===== src/rtl/fft_input_deserializer.sv =====
// Packs N streamed sample words into one parallel frame for fft_fp and holds it until fft_done.
// Optional BIT_REVERSE_IN_EN: sample k lands in slot bitrev(k) instead of slot k.
//
// state   | meaning
// --------+---------------------------------------------------------------
// COLLECT | accepting beats into slot cnt, checking frame length
// DRAIN   | long frame seen; discarding beats up to and including in_last
// START   | frame complete; fft_start high for this one cycle
// WAIT    | bus held for fft_fp; leaves on fft_done
module fft_input_deserializer #(
  parameter int N         = 8,
  parameter int WORD_SIZE = 32
) (
  input  logic                   clk,
  input  logic                   reset_n,
  input  logic [WORD_SIZE-1:0]   in_data,
  input  logic                   in_valid,
  input  logic                   in_last,
  output logic                   in_ready,
  input  logic                   fft_done,
  output logic [N*WORD_SIZE-1:0] par_data,
  output logic                   fft_start,
  output logic                   frame_err
);

  localparam int             CW      = (N > 1) ? $clog2(N) : 1;
  localparam logic [CW-1:0]  CNT_MAX = CW'(N - 1);

  typedef enum logic [1:0] {
    COLLECT = 2'd0,
    DRAIN   = 2'd1,
    START   = 2'd2,
    WAIT    = 2'd3
  } state_t;

  state_t        state;
  logic [CW-1:0] cnt;
  logic [CW-1:0] wr_slot;
  logic          beat;

  function automatic logic [CW-1:0] slot_of(input logic [CW-1:0] k);
`ifdef BIT_REVERSE_IN_EN
    logic [CW-1:0] r;
    for (int i = 0; i < CW; i++) r[i] = k[CW-1-i];
    return r;
`else
    return k;
`endif
  endfunction

  assign wr_slot = slot_of(cnt);
  assign beat    = in_valid && in_ready;

  always_ff @(posedge clk) begin
    if (!reset_n) begin
      state     <= COLLECT;
      cnt       <= '0;
      par_data  <= '0;
      in_ready  <= 1'b0;
      fft_start <= 1'b0;
      frame_err <= 1'b0;
    end else begin
      fft_start <= 1'b0;
      frame_err <= 1'b0;
      case (state)
        COLLECT: begin
          in_ready <= 1'b1;
          if (beat) begin
            // Every accepted beat lands in the bus, even one that turns out malformed.
            par_data[int'(wr_slot)*WORD_SIZE +: WORD_SIZE] <= in_data;
            if (cnt == CNT_MAX) begin
              cnt <= '0;
              if (in_last) begin
                state     <= START;
                fft_start <= 1'b1;
                in_ready  <= 1'b0;
              end else begin
                state     <= DRAIN;
                frame_err <= 1'b1;
              end
            end else if (in_last) begin
              cnt       <= '0;
              frame_err <= 1'b1;
            end else begin
              cnt <= cnt + 1'b1;
            end
          end
        end
        DRAIN: begin
          in_ready <= 1'b1;
          if (beat && in_last) state <= COLLECT;
        end
        START: begin
          in_ready <= 1'b0;
          state    <= WAIT;
        end
        WAIT: begin
          if (fft_done) begin
            state    <= COLLECT;
            in_ready <= 1'b1;
          end else begin
            in_ready <= 1'b0;
          end
        end
        default: begin
          state    <= COLLECT;
          in_ready <= 1'b0;
        end
      endcase
    end
  end

endmodule


===== config.mk =====
export PLATFORM = sky130hd
export DESIGN_NAME = fft_input_deserializer
export DESIGN_NICKNAME = d
export VERILOG_FILES = /design/src/rtl/fft_input_deserializer.sv
export SDC_FILE = /design/constraint.sdc
export NUM_CORES = 1
export LEC_CHECK = 0
export CORE_UTILIZATION = 35
export DETAILED_ROUTE_END_ITERATION = 12
export GPL_TIMING_DRIVEN = 0
export PLACE_DENSITY = 0.73
export SLEW_MARGIN = 5
export SYNTH_ARGS = -nofsm -noshare
export SYNTH_HDL_FRONTEND = slang
export SYNTH_SLANG_ARGS = --single-unit

===== constraint.sdc =====
create_clock -name clk -period 3.43 [get_ports clk]
set_input_delay 0.686 -clock clk [delete_from_list [all_inputs] [get_ports clk]]
set_output_delay 0.686 -clock clk [all_outputs]
set_load 0.02 [all_outputs]

==> results.yml <==
status:
  status: "completed"
power:
  clkPwrFrac_pct: 46.0
  intPower_mw: 4.97
  power_frac_seq_pct: 47.9
  ir_worst_vdd_v: 0.000327
  switchingPower_mw: 1.50
  p_sw_share_pct: 23.2
  p_per_area_nw_per_um2: 432
  pwr-share-comb_pct: 6.1
  power_leakage_nw: 6.19
synth:
  synth_seq_area_share_pct: 49.6
  synth_nets: 1165
  ys_ff_latch: 264
  synth_area_per_cell_sq_um: 9.52
  ys_types: 35
  syn-cell-area_sq_um: 10700
  synthCells: 1120
  yosysWarningCount: 0
grt:
  grt_max_degree: 14
  use_met1_pct: 29.8
  grt_pass1_vias: 9217
  grt_util_met2_pct: 39.7
  antenna_found_initial: 0
  grt_usage_pct: 23.5
  grt_overflow: 0
  grt_util_met3_pct: 5.12
  grt_pass1_wl_um: 55600
  busiest_layer: "met2"
cts:
  worstSkewPairLatency_ns: 0.54
  h-tree-depth: 1
  ctsResizeCount: 0
  cts_setup_buffers: 0
  clkSinkCount: 264
  cts_hold_buffers: 0
  clockBufferDepth: 3
  clockRootBuffer: "clkbuf_16"
  clkTransAtPathRegs_ns: 0.06
  cts_made_buffers: 28
  cts_tree: "yes"
die:
  die_area_sq_um: 31200
  die_w_um: 177
  start_util_pct: 35.8
  core_area_sq_um: 29800
  num_rows: 63
  boundaryPins: 296
  die_h_um: 177
sta:
  slew_headroom_pct: 43.9
  min_period_ns: 2.90
  setup_viol: 0
  rsz0062_at_grt: "false"
  hold_slack_ns: 0.459
  fmax_mhz: 345
  clock-skew-final_ns: 0.00971
  hold_violations: 0
  setup_tns_ns: 0
  fin_crit_sh_pct: 84.6
  final_max_slew_viol_count: 0
  tightest_slew_ns: 0.841
route:
  num_vias: 9342
  first_iter_violations: 577
  wl_per_cell_um: 20.2
  ant_nets: 0
  wirelength_um: 37400
  dr.pass1.iters: 5
  via_per_inst: 5.05
  drc: 0
hold_path:
  hp-class: "flip-flop to flip-flop"
final_layout:
  drive_above_1_share_pct: 5.82
  fin_nets: 1489
  syn_to_final_growth_pct: 40.6
  diodes: 0
place:
  gp_congestion: 0.822
  dp.final_hpwl_um: 27800
  portBuffers: 294
run:
  max_cap_viol_count: 0
setup_path:
  endpoint_kind: "flip-flop"
  slowest_stage: "clkbuf_1"
  worstPathCellList: "buf_2 > inv_1 > ha_1 > ha_1 > buf_6 > nor2b_1 > clkbuf_1 > clkbuf_1 > nand3_1 > mux2i_1"
  worstPathArrival_ns: 3.36
  worstPathMaxFanout: 10
  criticalPathCategory: "flip-flop to flip-flop"
  required_ns: 3.89
  critPathLaunchType: "flip-flop"
  worst_path_largest_cell_delay_ns: 0.46
  critPathBufInv: 5
  crit_family: "buffers and inverters"
-- state kept, by name, summed over array words and instances, names as in the netlist --
signal / flops
cnt: 3
fft_start: 1
frame_err: 1
in_ready: 1
par_data: 256
state: 2
-- logic make-up (layout without fill, tap and decap cells) --
family | after synthesis | after routing | share of synthesized area (%)
AND/OR/NAND/NOR | 481 | 481 | 20.2
multiplexers | 256 | 256 | 24.0
buffers and inverters | 101 | 442 | 4.57
AO/OA/AOI/OAI | 10 | 10 | 0.693
adder cells (fa/ha/maj) | 8 | 8 | 0.939
flip-flops | 264 | 264 | 49.6
-- Yosys cell counts, drive strengths merged --
master	n	area, sq um
nor4bb	1	10.0
and4	1	8.76
and4bb	1	12.5
or3	1	6.26
a31oi	2	12.5
dlygate4sd1	1	8.76
nand4	3	18.8
buf	42	260
or4b	1	13.8
nand4bb	1	11.3
nor2	1	3.75
nor3	2	15.0
and3b	2	17.5
a21o	1	7.51
mux2i	256	2560
nand3	165	826
a21boi	6	45.0
dfxtp	264	5290
nor3b	3	27.5
inv	4	15.0
nand3b	1	7.51
clkbuf	54	203
ha	8	100
and3	1	6.26
nor2b	2	12.5
nand2	292	1100
nor4b	3	56.3
o31a	1	8.76
-- worst register-to-register path, stage by stage, from the launching register on --
cell and delay, ns:
dfxtp_1 0.45, buf_2 0.27, inv_1 0.13, ha_1 0.24, ha_1 0.29, buf_6 0.13, nor2b_1 0.13, clkbuf_1 0.46
clkbuf_1 0.43, nand3_1 0.15, mux2i_1 0.15
-- placed cells by master, fill, tap and decap left out, drive strengths merged --
cell type,n
mux2i,256
nor4b,3
nand3,165
nor3,2
clkdlybuf4s50,294
and4,1
buf,42
and3b,2
a21o,1
clkinv,4
inv,4
bufinv,1
clkbuf,96
nor4bb,1
nand4bb,1
dlygate4sd1,1
nand2,292
dfxtp,264
o31a,1
nand3b,1
a21boi,6
nand4,3
and3,1
or4b,1
a31oi,2
nor3b,3
nor2b,2
or3,1
nor2,1
ha,8
and4bb,1
-- routing by layer --
| layer | share of wire, % | vias up |
|---|---|---|
| met5 | 0 | - |
| met4 | 2.7 | 0 |
| met3 | 7.0 | 58 |
| met2 | 47 | 302 |
| met1 | 43 | 4551 |
| li1 | - | 4431 |
-- final cells by class --
class                      count  area [sq um]
buffer                        97           472
multi-input combinational    755          4890
clock inverter                 5          50.0
fill                        2760         14800
tap                          390           488
inverter                       4          15.0
timing repair buffer         294          2940
clock buffer                  42           845
sequential                   264          5290
-- power groups by stage --
stage | logic, mW | clock network, mW | registers (mW)
6_report | 0.395 | 2.97 | 3.10
5_1_grt | 0.420 | 3.14 | 3.10
4_1_cts | 0.397 | 3.01 | 3.10
3_5_place_dp | 0.396 | 0 | 3.17
3_3_place_gp | 0.393 | 0 | 3.17
2_1_floorplan | 0.150 | 0 | 3.19
-- per-stage QoR --
step	worst slack (ns)	instances	total power [mW]	instance area (sq um)	utilization (%)
3_5_place_dp	0.516	1804	3.57	14100	47.3
2_1_floorplan	1.09	1120	3.34	10700	-
3_3_place_gp	0.516	1804	3.56	14100	47.3
6_report	0.528	1851	6.47	15000	50.3
4_1_cts	0.528	1851	6.51	15000	50.3
5_1_grt	0.273	1851	6.66	15000	50.3
-- path summary, 6_finish.rpt --
path | startpoint | endpoint | slack (ns) | depth (start not counted)
max | cnt[0] | par_data[141] | 0.53 | 10
min | par_data[169] | par_data[169] | 0.46 | 2
max reg2reg | cnt[0] | par_data[141] | 0.53 | 10
min reg2reg | par_data[169] | par_data[169] | 0.46 | 2
Power figures use the tool's default switching activity.
